===== src/rtl/seg7_pkg.sv =====
// Shared constants and hex decode for the 4-digit 7-segment driver.
// Segments are active-low {g,f,e,d,c,b,a}; anodes are active-low.
package seg7_pkg;

  localparam logic [6:0] SEG_BLANK = 7'b1111111;

  localparam logic [3:0] AN_OFF  = 4'b1111;
  localparam logic [3:0] AN_DIG0 = 4'b1110;
  localparam logic [3:0] AN_DIG1 = 4'b1101;
  localparam logic [3:0] AN_DIG2 = 4'b1011;
  localparam logic [3:0] AN_DIG3 = 4'b0111;

  function automatic logic [6:0] hex_seg(
    input logic [3:0] n
  );
    logic [6:0] s;
    s = SEG_BLANK;
    unique case (n)
      4'h0: s = 7'b1000000;
      4'h1: s = 7'b1111001;
      4'h2: s = 7'b0100100;
      4'h3: s = 7'b0110000;
      4'h4: s = 7'b0011001;
      4'h5: s = 7'b0010010;
      4'h6: s = 7'b0000010;
      4'h7: s = 7'b1111000;
      4'h8: s = 7'b0000000;
      4'h9: s = 7'b0010000;
      4'hA: s = 7'b0001000;
      4'hB: s = 7'b0000011;
      4'hC: s = 7'b1000110;
      4'hD: s = 7'b0100001;
      4'hE: s = 7'b0000110;
      4'hF: s = 7'b0001110;
      default: s = SEG_BLANK;
    endcase
    return s;
  endfunction

  function automatic logic [3:0] an_sel(
    input logic [1:0] d
  );
    logic [3:0] a;
    a = AN_OFF;
    unique case (d)
      2'd0: a = AN_DIG0;
      2'd1: a = AN_DIG1;
      2'd2: a = AN_DIG2;
      2'd3: a = AN_DIG3;
      default: a = AN_OFF;
    endcase
    return a;
  endfunction

endpackage


===== src/rtl/seg7_display_driver_if.sv =====
// Display-side bundle: anodes, segments, decimal point, flag LEDs.
// master = driver, slave = panel / observer.
interface seg7_display_driver_if;

  logic [3:0] an;
  logic [6:0] seg;
  logic       dp;
  logic [4:0] led;

  modport master (
    output an,
    output seg,
    output dp,
    output led
  );

  modport slave (
    input an,
    input seg,
    input dp,
    input led
  );

endinterface


===== src/rtl/seg7_display_driver_hex_to_seg7.sv =====
// Combinational nibble to active-low 7-segment decode.
// Ports: nibble (in, 4), seg (out, 7, {g..a}).
module hex_to_seg7
  import seg7_pkg::*;
(
  input  logic [3:0] nibble,
  output logic [6:0] seg
);

  always_comb begin
    seg = hex_seg(nibble);
  end

endmodule


===== src/rtl/seg7_display_driver.sv =====
// 4-digit multiplexed 7-seg driver with per-frame snapshot,
// leading-zero blanking, blinking flag dp and flag LEDs.
// Ports: clk, reset (async high), value[15:0], flags[4:0],
// blank_lz, disp (an/seg/dp/led, master modport).
module seg7_display_driver
  import seg7_pkg::*;
#(
  parameter int REFRESH_DIV  = 100000,
  parameter int BLINK_FRAMES = 64
)(
  input  logic                  clk,
  input  logic                  reset,
  input  logic [15:0]           value,
  input  logic [4:0]            flags,
  input  logic                  blank_lz,
  seg7_display_driver_if.master disp
);

  localparam int PW = $clog2(REFRESH_DIV);
  localparam int FW =
    (BLINK_FRAMES > 1) ? $clog2(BLINK_FRAMES) : 1;
  localparam logic [PW-1:0] PS_MAX = PW'(REFRESH_DIV - 1);
  localparam logic [FW-1:0] FR_MAX = FW'(BLINK_FRAMES - 1);

  if (REFRESH_DIV < 2) begin : g_bad_div
    $error("REFRESH_DIV must be >= 2");
  end
  if (BLINK_FRAMES < 1) begin : g_bad_blink
    $error("BLINK_FRAMES must be >= 1");
  end

  logic [PW-1:0] ps_q;
  logic [1:0]    dig_q;
  logic [15:0]   snap_v;
  logic [4:0]    snap_f;
  logic [FW-1:0] frm_q;
  logic          blink_q;
  logic          upd_q;
  logic [3:0]    an_q;
  logic [6:0]    seg_q;
  logic          dp_q;

  logic          tick;
  logic          frame_start;
  logic [3:0]    nibble;
  logic [6:0]    seg_dec;
  logic          lz;
  logic [3:0]    an_d;
  logic [6:0]    seg_d;
  logic          dp_d;

  assign tick        = (ps_q == PS_MAX);
  assign frame_start = tick && (dig_q == 2'd3);

  // Scan timing: prescaler, digit index, frame/blink.
  always_ff @(posedge clk or posedge reset) begin
    if (reset) begin
      ps_q    <= '0;
      dig_q   <= 2'd3;
      snap_v  <= '0;
      snap_f  <= '0;
      frm_q   <= '0;
      blink_q <= 1'b0;
      upd_q   <= 1'b0;
    end else begin
      upd_q <= tick;
      if (tick) begin
        ps_q  <= '0;
        dig_q <= dig_q + 2'd1;
      end else begin
        ps_q <= ps_q + 1'b1;
      end
      if (frame_start) begin
        snap_v <= value;
        snap_f <= flags;
        if (frm_q == FR_MAX) begin
          frm_q   <= '0;
          blink_q <= ~blink_q;
        end else begin
          frm_q <= frm_q + 1'b1;
        end
      end
    end
  end

  always_comb begin
    nibble = snap_v[3:0];
    unique case (dig_q)
      2'd0: nibble = snap_v[3:0];
      2'd1: nibble = snap_v[7:4];
      2'd2: nibble = snap_v[11:8];
      2'd3: nibble = snap_v[15:12];
      default: nibble = snap_v[3:0];
    endcase
  end

  hex_to_seg7 u_hex (
    .nibble (nibble),
    .seg    (seg_dec)
  );

  // A digit is a leading zero when it and everything above it is 0.
  always_comb begin
    lz = 1'b0;
    unique case (dig_q)
      2'd0: lz = 1'b0;
      2'd1: lz = (snap_v[15:4] == '0);
      2'd2: lz = (snap_v[15:8] == '0);
      2'd3: lz = (snap_v[15:12] == '0);
      default: lz = 1'b0;
    endcase
    lz = lz && blank_lz;
  end

  always_comb begin
    an_d  = an_sel(dig_q);
    seg_d = seg_dec;
    dp_d  = 1'b1;
    if (lz) begin
      an_d  = AN_OFF;
      seg_d = SEG_BLANK;
    end else if (dig_q == 2'd3 && snap_f != '0 && blink_q) begin
      dp_d = 1'b0;
    end
  end

  // Outputs follow the tick by one cycle, so they see the new
  // index and any snapshot taken on the frame-start tick.
  always_ff @(posedge clk or posedge reset) begin
    if (reset) begin
      an_q  <= AN_OFF;
      seg_q <= SEG_BLANK;
      dp_q  <= 1'b1;
    end else if (upd_q) begin
      an_q  <= an_d;
      seg_q <= seg_d;
      dp_q  <= dp_d;
    end
  end

  assign disp.an  = an_q;
  assign disp.seg = seg_q;
  assign disp.dp  = dp_q;
  assign disp.led = snap_f;

endmodule

===== src/flat_wrapper.sv =====
// flat-port wrapper written by rule: the top's interface ports become plain ports
module seg7_display_driver_flat import seg7_pkg::*;
#(
  parameter int REFRESH_DIV  = 100000,
  parameter int BLINK_FRAMES = 64
)
  (clk, reset, value, flags, blank_lz, disp_an, disp_seg, disp_dp, disp_led);
  seg7_display_driver_if disp_i ();
  input  logic clk;
  input  logic reset;
  input  logic [15:0] value;
  input  logic [4:0] flags;
  input  logic blank_lz;
  output wire logic [$bits(disp_i.an)-1:0] disp_an;
  output wire logic [$bits(disp_i.seg)-1:0] disp_seg;
  output wire logic [$bits(disp_i.dp)-1:0] disp_dp;
  output wire logic [$bits(disp_i.led)-1:0] disp_led;
  assign disp_an = disp_i.an;
  assign disp_seg = disp_i.seg;
  assign disp_dp = disp_i.dp;
  assign disp_led = disp_i.led;
  seg7_display_driver #(.REFRESH_DIV(REFRESH_DIV), .BLINK_FRAMES(BLINK_FRAMES)) u_core (.clk(clk), .reset(reset), .value(value), .flags(flags), .blank_lz(blank_lz), .disp(disp_i));
endmodule

===== config.mk =====
export PLATFORM = sky130hd
export DESIGN_NAME = seg7_display_driver_flat
export DESIGN_NICKNAME = d
export VERILOG_FILES = /design/src/rtl/seg7_pkg.sv /design/src/rtl/seg7_display_driver_if.sv /design/src/rtl/seg7_display_driver_hex_to_seg7.sv /design/src/rtl/seg7_display_driver.sv /design/src/flat_wrapper.sv
export SDC_FILE = /design/constraint.sdc
export NUM_CORES = 1
export LEC_CHECK = 0
export BUFFER_PORTS_ARGS = -buffer_cell sky130_fd_sc_hd__buf_2
export CORE_MARGIN = 3
export CORE_UTILIZATION = 55
export DETAILED_ROUTE_END_ITERATION = 8
export PLACE_DENSITY_LB_ADDON = 0.08
export SYNTH_ARGS = -nofsm -noshare
export SYNTH_HDL_FRONTEND = slang
export SYNTH_SLANG_ARGS = --single-unit

===== constraint.sdc =====
create_clock -name clk -period 3.8 [get_ports clk]
set_input_delay 0.76 -clock clk [delete_from_list [all_inputs] [get_ports clk]]
set_output_delay 0.76 -clock clk [all_outputs]
set_load 0.02 [all_outputs]

==> run metrics, run 1 <==
# rows=26; largest cells by area after synthesis=dfrtp_1 (39%), dfstp_2 (12%), mux2_2 (7.2%), ha_1 (5.5%), mux2i_1 (3.0%); # diodes=0; Clk Latency, worst-skew pair=0.34 ns; gp weighted congestion=0.827; Post-Synth Simple-Gate Area=0.117; Max Buffers Root-to-Sink=2; Slew Limit Fails=0; Worst Path Buf+Inv=2; Worst Clk Skew=0.0102 ns; crit path launch type=register; main combinational cell family by area after synthesis=simple AND/OR/NAND/NOR gates; initial antenna violation count=0; DRC=0; fin crit share=0.699; RR Startpoint=u_core.dig_q[1]; headroom to the max-slew limit=0.369; crit path max fanout=5; # setup viols final=0; DR top layer=met4; worst r2r dst=u_core.disp.seg[3]; worst setup path start=u_core.dig_q[1]; CP max stage cell=dfstp_2; CP Class=register to register; Worst path max stage delay=0.54 ns; register area share after synthesis=0.512; DR pass1 iterations=4; CTS tree=yes; vias=2066; die area=roughly 6300 um^2; wire length on met3=251 um; XOR/XNOR Fraction of Synth Area=0.0532; Max-Cap Viols=0; pre-CTS WS=1.15 ns; complex-gate fraction of the synthesized area=0.110; r2r setup slk=1.14 ns; die width=approximately 79 um; root buf cell=clkbuf_8; share of cells above drive strength 1=0.306; cts bufs inserted=9; setup tns final=0 ns; gr ovfl total=0; cell-by-cell trace of the critical path=inv_1, ha_1, a22oi_1, nand2_1, mux2i_1, inv_1, ha_1, and3_1, a311oi_1, a22oi_1, o22a_1; fmax=roughly 380 MHz; Starting Density=0.573; crit path capture=u_core.disp.seg[3]; FILL cells=416; GRT Total Usage=0.198; ys flop type=dfrtp_1; # H-tree levels=3; register bit total from synthesis=60; DRT iter0 DRCs=93; I/O pin count=41; Power Density=360 nW/um^2; WL met1=around 2.5 mm; hold slack=about 0.39 ns; Adder-Cell Fraction of Synth Area=0.0549; core footprint=5170 um^2; Layout area overhead=13.9%; Distinct cells, synth=45; Worst Max-Slew Pin Slew=0.920 ns; worst min-delay path class=input pin to asynchronous set/reset pin; Final HPWL DP=3.99 mm; most common cell after layout, fill and taps aside=dfrtp_1; mapped cell area=2960 um^2; commonest cells after routing, fill and taps aside=dfrtp_1 (46), buf_2 (40), mux2_2 (19); first-pass GRT wire length=between 9 and 10 mm; drt wl/cell=14.9 um; final cell count without fillers=374; status=finished, final reports clean; Lkg Pwr=1.54 nW; Synth top area share=0.388; post_cts resized=0; RSZ-0062 raised after global routing=no; Async S/R FF share, synth=1.00; ANT nets after route=0; CTS Hold Bufs=0; dpl cells=358; Levels on crit path=11; Post-CTS Setup Inserts=0; cell type with the largest total area after synthesis=dfrtp_1; CP delay by family, top=compound AO/OA/AOI/OAI gates; vias in the first global route=between 2000 and 2500; CP Capture Type=register; clock sink count=60; largest net degree at the start of global routing=43; Mapped Cells=253; Die Y=79.4 um; mux contribution to synthesized area=0.114; nets=336; Post-synth EDFFs=0; Total Wirelength=5.57 mm; Final Hold Fails=0; syn_nets=290; syn avg cell area=11.7 um^2; Worst Path Required=4.07 ns; wire length on met2=2.74 mm; CTS clk-pin slew, worst paths=0.07 ns; Worst Path Arrival=2.93 ns; Worst R2R Path Depth=11; final setup margin=roughly 1.1 ns; PortBufs=40; routed vias/inst=between 5 and 6; maximum vdd drop=0.000233 V; clock period minus final worst setup slack=2.66 ns; yosys warns=0
metal layers:
metal  vias up  track usage
met5         -            0
met4         0       0.0979
met3         9       0.0553
met2        43        0.321
met1      1015        0.245
li1        999            -
cell type report:
class,count,area [um^2],share of cell area
clock buffers,13,149,0.0441
clock inverters,3,15.0,0.00445
inverters,14,52.6,0.0156
multi-input cells,171,1330,0.394
flip-flops and latches,60,1520,0.450
well taps,70,87.6,0.0259
repair buffers,43,223,0.0660
metrics by stage:
stage / total power [mW] / cell area [um^2] / util
after CTS: 1.23 / 3380 / 0.653
after global placement: 0.741 / 3210 / 0.621
after global routing: 1.27 / 3380 / 0.653
after detailed placement: 0.743 / 3210 / 0.621
after floorplan: 0.715 / 2960 / -
final: 1.22 / 3380 / 0.653
worst min-delay path by stage:
stage                       from                 end  slack, ns  cells after the start
5_1_grt                    reset     u_core.frm_q[1]       0.40                      2
2_1_floorplan    u_core.frm_q[4]     u_core.frm_q[4]       0.44                      1
6_report                   reset     u_core.frm_q[1]       0.39                      2
3_5_place_dp   u_core.disp.an[0]   u_core.disp.an[0]       0.46                      2
3_3_place_gp   u_core.disp.an[0]   u_core.disp.an[0]       0.46                      2
4_1_cts                    reset  u_core.disp.led[1]       0.39                      2
sequential cells by signal, summed over array words and instances, names as in the netlist:
| name | flops |
|---|---|
| u_core.ps_q | 17 |
| u_core.snap_v | 16 |
| u_core.disp.seg | 7 |
| u_core.frm_q | 6 |
| u_core.disp.led | 5 |
| u_core.disp.an | 4 |
| u_core.dig_q | 2 |
| u_core.blink_q | 1 |
| u_core.disp.dp | 1 |
| u_core.upd_q | 1 |
cell usage after synthesis (3+ instances only):
cell,instances
a21oi_1,7
a22oi_1,4
buf_6,4
clkbuf_1,3
dfrtp_1,46
dfstp_2,14
ha_1,13
inv_1,14
mux2_1,3
mux2_2,19
mux2i_1,9
nand2_1,14
nand3_1,10
nand4_1,4
nor2_1,14
nor3_1,4
nor4_1,3
o21ai_0,5
o22a_1,9
o22ai_1,4
or3_1,3
xnor2_1,10
xor2_1,8
worst register-to-register path: stages, from the launching register on:
cell,delay [ns]
dfstp_2,0.54
inv_1,0.08
ha_1,0.25
a22oi_1,0.18
nand2_1,0.07
mux2i_1,0.33
inv_1,0.18
ha_1,0.27
and3_1,0.18
a311oi_1,0.21
a22oi_1,0.13
o22a_1,0.16
kinds of logic (layout without fill, tap and decap cells):
logic type / after synthesis / count (layout)
mux: 31 / 31
fa+ha+maj: 13 / 13
xor+xnor: 18 / 18
flops: 60 / 60
buf+inv: 22 / 73
simple gates: 67 / 67
compound gates: 42 / 42
report_power, final:
group / internal, mW / switching [mW]
registers: 0.651 / 0.00944
logic: 0.0316 / 0.0378
clock network: 0.251 / 0.235
total: 0.934 / 0.283
Power figures use the tool's default switching activity.
==> inputs of run 2 (changes only) <==
--- a/config.mk
+++ b/config.mk
@@ -5,9 +5,10 @@
 export SDC_FILE = /design/constraint.sdc
 export NUM_CORES = 1
 export LEC_CHECK = 0
+export ABC_AREA = 1
 export BUFFER_PORTS_ARGS = -buffer_cell sky130_fd_sc_hd__buf_2
 export CORE_MARGIN = 3
-export CORE_UTILIZATION = 55
+export CORE_UTILIZATION = 52
 export DETAILED_ROUTE_END_ITERATION = 8
 export PLACE_DENSITY_LB_ADDON = 0.08
 export SYNTH_ARGS = -nofsm -noshare
==> constraint.sdc (replaced) <==
create_clock -name clk -period 2.2 [get_ports clk]
set_input_delay 0.44 -clock clk [delete_from_list [all_inputs] [get_ports clk]]
set_output_delay 0.44 -clock clk [all_outputs]
set_load 0.02 [all_outputs]
==> run 2 against run 1 <==
- worst hold slack got worse by 0.082 ns
- via count increased by 29%
- largest power group unchanged
- sequential share of layout area shrank 5.0 points
- first-iteration DRC count up 46%
- maximum frequency is 31% higher
- flip-flop and latch count is the same
- die area increased by 15%
- combinational power down 35%
- synthesized cell count is 64% higher
==> run metrics, run 2 <==
status=finished, final reports clean (unchanged); PortBufs=40 (unchanged); Worst Path Buf+Inv=2 (unchanged); Total Wirelength=6.51 mm (was 5.57 mm); pre-CTS WS=-0.0110 ns (was 1.15 ns); headroom to the max-slew limit=0.748 (was 0.369); Tot Pwr=2.01 mW (was 1.22 mW); yosys warns=0 (unchanged); worst r2r dst=u_core.disp.seg[3] (unchanged); syn_nets=451 (was 290); cts bufs inserted=9 (unchanged); top-count cell post-synth=nand2_1 (was dfrtp_1); crit path launch type=register (unchanged); die width=85.3 um (was 79.4 um); CP max stage cell=dfstp_2 (unchanged); top cells by count, synth=nand2_1 (147), nor2_1 (48), dfrtp_1 (46), inv_1 (46), nand3_1 (21) (was dfrtp_1 (46), mux2_2 (19)); routed vias/inst=4.85 (was 5.52); # diodes=0 (unchanged); HP Start=value[6]; Worst path max stage delay=0.59 ns (was 0.54 ns); CTS tree=yes (unchanged); # H-tree levels=3 (unchanged); CP Capture Type=register (unchanged); syn avg cell area=7.90 um^2 (was 11.7 um^2); Clk Latency, worst-skew pair=0.33 ns (was 0.34 ns); Worst Clk Skew=0.0125 ns (was 0.0102 ns); CP delay by family, top=flip-flops (was compound AO/OA/AOI/OAI gates); Max-Cap Viols=0 (unchanged); Distinct cells, synth=32 (was 45); Synth top area share=0.352 (was 0.388); Worst Max-Slew Pin Slew=0.379 ns (was 0.920 ns); Final Hold Fails=0 (unchanged); Layout area overhead=16.1% (was 13.9%); first-pass GRT wire length=11.9 mm (was 9.47 mm); WHS Endpoint=u_core.snap_v[6]; Biggest register=u_core.ps_q (unchanged); cell-by-cell trace of the critical path=inv_2, ha_2, buf_4, nand2_1, nand2_1, o21ai_2, nand2_1, nand2_1, nand2_1, nand2_1, nor2_1, nor2_1 (was inv_1, ha_1, a22oi_1, nand2_1, mux2i_1, inv_1, ha_1, and3_1, a311oi_1, a22oi_1, o22a_1); CP Class=register to register (unchanged); die area=7280 um^2 (was 6310 um^2); cell type with the largest total area after synthesis=dfrtp_1 (unchanged); # setup viols final=0 (unchanged); gp weighted congestion=0.857 (was 0.827); max reg flops=17 (unchanged); fin crit share=0.925 (was 0.699); Worst path most repeated cell=nand2_1; register area share after synthesis=0.464 (was 0.512); gr ovfl total=0 (unchanged); DR pass1 iterations=4 (unchanged); drt wl/cell=11.9 um (was 14.9 um); Final HPWL DP=4.84 mm (was 3.99 mm); ys flop type=dfrtp_1 (unchanged); ANT nets after route=0 (unchanged); root buf cell=clkbuf_8 (unchanged); DRC=0 (unchanged); fmax=491 MHz (was 376 MHz); nets=504 (was 336); Die Y=85.3 um (was 79.4 um); share of cells above drive strength 1=0.225 (was 0.306); crit path max fanout=9 (was 5); most common cell after layout, fill and taps aside=nand2_1 (was dfrtp_1); # rows=28 (was 26); core footprint=5990 um^2 (was 5170 um^2); CTS clk-pin slew, worst paths=0.07 ns (about the same); r2r setup slk=0.16 ns (was 1.14 ns); DRT iter0 DRCs=136 (was 93); clock sink count=60 (unchanged); Worst Path Required=2.46 ns (was 4.07 ns); Max Buffers Root-to-Sink=2 (unchanged); final setup margin=0.164 ns (was 1.14 ns); Worst Path Arrival=2.30 ns (was 2.93 ns); worst min-delay path class=input pin to register (was input pin to asynchronous set/reset pin); RR Startpoint=u_core.dig_q[0] (was u_core.dig_q[1]); mapped cell area=3270 um^2 (was 2960 um^2); vias in the first global route=2603 (was 2050); I/O pin count=41 (unchanged); hold-critical path depth=3; Lkg Pwr=1.87 nW (was 1.54 nW); Worst R2R Path Depth=12 (was 11); clock period minus final worst setup slack=2.04 ns (was 2.66 ns); Starting Density=0.546 (was 0.573); commonest cells after routing, fill and taps aside=nand2_1 (147), nor2_1 (47), dfrtp_1 (46), inv_1 (43), buf_2 (40) (was dfrtp_1 (46), buf_2 (40), mux2_2 (19)); Async S/R FF share, synth=1.00 (unchanged); Post-synth EDFFs=0 (unchanged); largest cells by area after synthesis=dfrtp_1 (35%), nand2_1 (17%), dfstp_2 (11%), nor2_1 (5.5%), inv_1 (5.3%) (was dfrtp_1 (39%), dfstp_2 (12%), mux2_2 (7.2%), ha_1 (5.5%), mux2i_1 (3.0%)); GRT Total Usage=0.202 (was 0.198); Slew Limit Fails=0 (unchanged); register bit total from synthesis=60 (unchanged); initial antenna violation count=0 (unchanged); post-layout util=0.634 (was 0.653); Mapped Cells=414 (was 253); RSZ-0062 raised after global routing=no (unchanged); Power Density=529 nW/um^2 (was 360 nW/um^2); vias=2655 (was 2066); maximum vdd drop=0.000339 V (was 0.000233 V); largest net degree at the start of global routing=55 (was 43)
==> run 2: worst max-delay path by stage <==
| stage | startpoint | to | slack, ns | cells past startpoint |
|---|---|---|---|---|
| after floorplan | u_core.dig_q[0] | u_core.disp.seg[5] | 0.21 | 13 |
| after global placement | u_core.dig_q[0] | u_core.disp.seg[3] | 0.10 | 11 |
| after detailed placement | u_core.dig_q[0] | u_core.disp.seg[3] | -0.01 | 11 |
| after CTS | u_core.dig_q[0] | u_core.disp.seg[3] | 0.07 | 12 |
| after global routing | u_core.dig_q[0] | u_core.disp.seg[1] | 0.0002 | 12 |
| final | u_core.dig_q[0] | u_core.disp.seg[3] | 0.16 | 12 |
==> run 2: per-layer routing <==
metal	vias to the layer above	wire, um	GRT usage
met2	59	2800	0.302
li1	1391	-	-
met5	-	0	0
met1	1192	3270	0.284
met4	0	112	0.0791
met3	13	332	0.0476
==> run 2: kinds of logic (layout without fill, tap and decap cells) <==
family | count (synthesis) | after routing | synth area share
AOI/OAI and AO/OA | 24 | 24 | 0.0409
xor gates and xnor gates | 15 | 15 | 0.0402
adders and majority gates | 13 | 13 | 0.0497
buffers and inverters | 55 | 113 | 0.0742
DFF | 60 | 60 | 0.464
and+or+nand+nor | 247 | 247 | 0.331
==> run 2: worst reg2reg max path, stage by stage (launching register included) <==
cell and delay, ns:
dfstp_2 0.59, inv_2 0.08, ha_2 0.21, buf_4 0.15, nand2_1 0.06, nand2_1 0.08, o21ai_2 0.33, nand2_1 0.14
nand2_1 0.08, nand2_1 0.04, nand2_1 0.05, nor2_1 0.04, nor2_1 0.10
==> run 2: repair_timing <==
action                     in CTS  in global routing
gates resized for setup         1                 12
gates cloned                    0                  0
hold endpoints to repair        6                  0
pin swaps                       0                  1
hold buffers                    1                  0
setup buffers                   0                  1
setup endpoints to repair       1                  7
==> run 2: cell type report <==
class                           count  area [um^2]
Multi-Input combinational cell    299         1550
Tap cell                           75         93.8
Fill cell                         537         2190
Timing Repair Buffer               47          272
Clock inverter                      5         27.5
Inverter                           50          193
Sequential cell                    60         1520
Clock buffer                       11          141
==> run 2: stage by stage <==
step	hold WS [ns]	instance area, um^2	std cells	setup TNS [ns]
floorplan	0.415	3270	414	0
global placement	0.345	3560	529	0
detailed placement	0.347	3560	529	-0.0110
CTS	0.298	3750	546	0
global route	0.294	3800	547	0
finish	0.306	3800	547	0
==> run 2: power breakdown <==
part	switching, mW	internal [mW]
Combinational	0.0260	0.0190
Sequential	0	1.10
Clock	0.428	0.432
Total	0.454	1.55
==> inputs of run 3 (changes only) <==
--- a/config.mk
+++ b/config.mk
@@ -7,6 +7,7 @@
 export LEC_CHECK = 0
 export ABC_AREA = 1
 export BUFFER_PORTS_ARGS = -buffer_cell sky130_fd_sc_hd__buf_2
+export CORE_ASPECT_RATIO = 1.1
 export CORE_MARGIN = 3
 export CORE_UTILIZATION = 52
 export DETAILED_ROUTE_END_ITERATION = 8
==> run 3 against run 2 <==
- clock skew fell by 0.0024 ns
- sequential power about the same
- cell count increased by 0.37%
- combinational power fell by 4%
- via count up 1.2%
- critical endpoint unchanged
==> run metrics, run 3 (same netlist as run 2, synthesis figures left out) <==
RR Startpoint=u_core.dig_q[1] (was u_core.dig_q[0]); Starting Density=0.553 (was 0.546); Sw Ratio=0.216 (was 0.226); Worst Path Arrival=2.28 ns (was 2.30 ns); worst min-delay path class=input pin to asynchronous set/reset pin (was input pin to register); Worst path max stage delay=0.54 ns (was 0.59 ns); clock period minus final worst setup slack=2.01 ns (was 2.04 ns); die width=81.6 um (was 85.3 um); # rows=29 (was 28); ANT nets after route=0 (unchanged); first-pass GRT wire length=11.2 mm (was 11.9 mm); worst r2r dst=u_core.disp.seg[3] (unchanged); vias=2687 (was 2655); Worst Max-Slew Pin Slew=0.504 ns (was 0.379 ns); initial antenna violation count=0 (unchanged); Internal Dissipation=1.58 mW (was 1.55 mW); max reg flops=17 (unchanged); # H-tree levels=3 (unchanged); gp weighted congestion=0.864 (was 0.857); DRT iter0 DRCs=85 (was 136); most common cell after layout, fill and taps aside=nand2_1 (unchanged); largest net degree at the start of global routing=37 (was 55); final setup margin=0.190 ns (was 0.164 ns); CP Capture Type=register (unchanged); Flop pwr share=0.548 (was 0.550); routed vias/inst=4.89 (was 4.85); maximum vdd drop=0.000345 V (was 0.000339 V); drt wl/cell=12.0 um (was 11.9 um); Lkg Pwr=1.87 nW (about the same); Logic pwr share=0.021 (was 0.022); commonest cells after routing, fill and taps aside=nand2_1 (147), nor2_1 (48), dfrtp_1 (46), inv_1 (44), buf_2 (40) (was nand2_1 (147), nor2_1 (47), dfrtp_1 (46), inv_1 (43), buf_2 (40)); core footprint=5910 um^2 (was 5990 um^2); Layout area overhead=15.6% (was 16.1%); vias in the first global route=2588 (was 2603); Tot Pwr=2.02 mW (was 2.01 mW); Total Wirelength=6.60 mm (was 6.51 mm); FILL cells=519 (was 537); nets=505 (was 504); Final Hold Fails=0 (unchanged); cts bufs inserted=9 (unchanged); GRT Total Usage=0.199 (was 0.202); CP delay by family, top=flip-flops (unchanged); CP Class=register to register (unchanged); Max Buffers Root-to-Sink=2 (unchanged); Worst Path Buf+Inv=2 (unchanged); # setup viols final=0 (unchanged); Clk Latency, worst-skew pair=0.33 ns (about the same); clock sink count=60 (unchanged); CTS tree=yes (unchanged); Max-Cap Viols=0 (unchanged); # diodes=0 (unchanged); Biggest register=u_core.ps_q (unchanged); DR pass1 iterations=5 (was 4); Power Density=534 nW/um^2 (was 529 nW/um^2); r2r setup slk=0.19 ns (was 0.16 ns); Slew Limit Fails=0 (unchanged); RSZ-0062 raised after global routing=no (unchanged); Sw Pwr=0.435 mW (was 0.454 mW); fmax=497 MHz (was 491 MHz); Clock power frac=0.431 (was 0.428); status=finished, final reports clean (unchanged); crit path launch type=register (unchanged); cell-by-cell trace of the critical path=inv_1, ha_2, nand2_1, nand2_1, o21ai_2, buf_4, ha_1, nand3_1, nand3_1, nand2_1, nor2_1, nor2_1 (was inv_2, ha_2, buf_4, nand2_1, nand2_1, o21ai_2, nand2_1, nand2_1, nand2_1, nand2_1, nor2_1, nor2_1); Worst Path Required=2.47 ns (was 2.46 ns); pre-CTS WS=-0.0169 ns (was -0.0110 ns); PortBufs=40 (unchanged); Die Y=89.2 um (was 85.3 um); Worst R2R Path Depth=12 (unchanged); share of cells above drive strength 1=0.218 (was 0.225); DRC=0 (unchanged); post-layout util=0.639 (was 0.634); gr ovfl total=0 (unchanged); fin crit share=0.914 (was 0.925); Worst path most repeated cell=nand2_1 (unchanged); Worst Clk Skew=0.0101 ns (was 0.0125 ns); CTS Hold Bufs=0 (was 1); die area=7280 um^2 (about the same); CP max stage cell=dfstp_2 (unchanged); headroom to the max-slew limit=0.664 (was 0.748); I/O pin count=41 (unchanged); setup tns final=0 ns (unchanged); crit path max fanout=6 (was 9); Final HPWL DP=4.91 mm (was 4.84 mm); CTS clk-pin slew, worst paths=0.07 ns (about the same); root buf cell=clkbuf_8 (unchanged)
## run 3: area by class of cell
type	instances	area, um^2	share of cell area
inverters	50	193	0.0510
clock buffers	13	159	0.0420
clock inverters	2	10.0	0.00265
repair buffers	48	260	0.0688
multi-input cells	299	1540	0.408
well taps	77	96.3	0.0255
flip-flops and latches	60	1520	0.402
## run 3: worst max-delay path by stage
stage / start / end / slack [ns] / cells past startpoint
after CTS: u_core.dig_q[0] / u_core.disp.seg[3] / 0.08 / 12
after global routing: u_core.dig_q[0] / u_core.disp.seg[4] / 0.01 / 13
after floorplan: u_core.dig_q[0] / u_core.disp.seg[5] / 0.21 / 13
final: u_core.dig_q[1] / u_core.disp.seg[3] / 0.19 / 12
after global placement: u_core.dig_q[0] / u_core.disp.seg[3] / 0.08 / 11
after detailed placement: u_core.dig_q[0] / u_core.disp.seg[3] / -0.02 / 11
## run 3: worst register-to-register path, cell delays in order, from the launching register on
cell     delay (ns)
dfstp_2        0.54
inv_1          0.10
ha_2           0.23
nand2_1        0.07
nand2_1        0.06
o21ai_2        0.18
buf_4          0.16
ha_1           0.25
nand3_1        0.09
nand3_1        0.08
nand2_1        0.07
nor2_1         0.04
nor2_1         0.10
## run 3: power by group through the flow
stage / combinational, mW / clock [mW] / sequential, mW
global route: 0.0490 / 0.937 / 1.10
detailed placement: 0.0455 / 0 / 1.12
floorplan: 0.0159 / 0 / 1.12
CTS: 0.0457 / 0.888 / 1.10
finish: 0.0431 / 0.869 / 1.10
global placement: 0.0452 / 0 / 1.12
## run 3: what timing repair did
item,in CTS,in global routing
gates resized for setup,1,8
pin swaps,0,1
endpoints found under the hold margin,0,0
setup endpoints to repair,1,7
buffers inserted,0,2
## run 3: routing by layer
metal	vias up	routed length, um	track usage
li1	1390	-	-
met1	1245	3020	0.251
met4	0	116	0.0861
met3	11	198	0.0433
met5	-	0	0
met2	41	3270	0.329
## run 3: metrics by stage
step                      instance area [um^2]  cells  hold slack [ns]
after floorplan                           3270    414            0.415
after global placement                    3560    532            0.434
after detailed placement                  3560    532            0.448
after CTS                                 3730    547            0.158
after global routing                      3780    549            0.180
final                                     3780    549            0.148
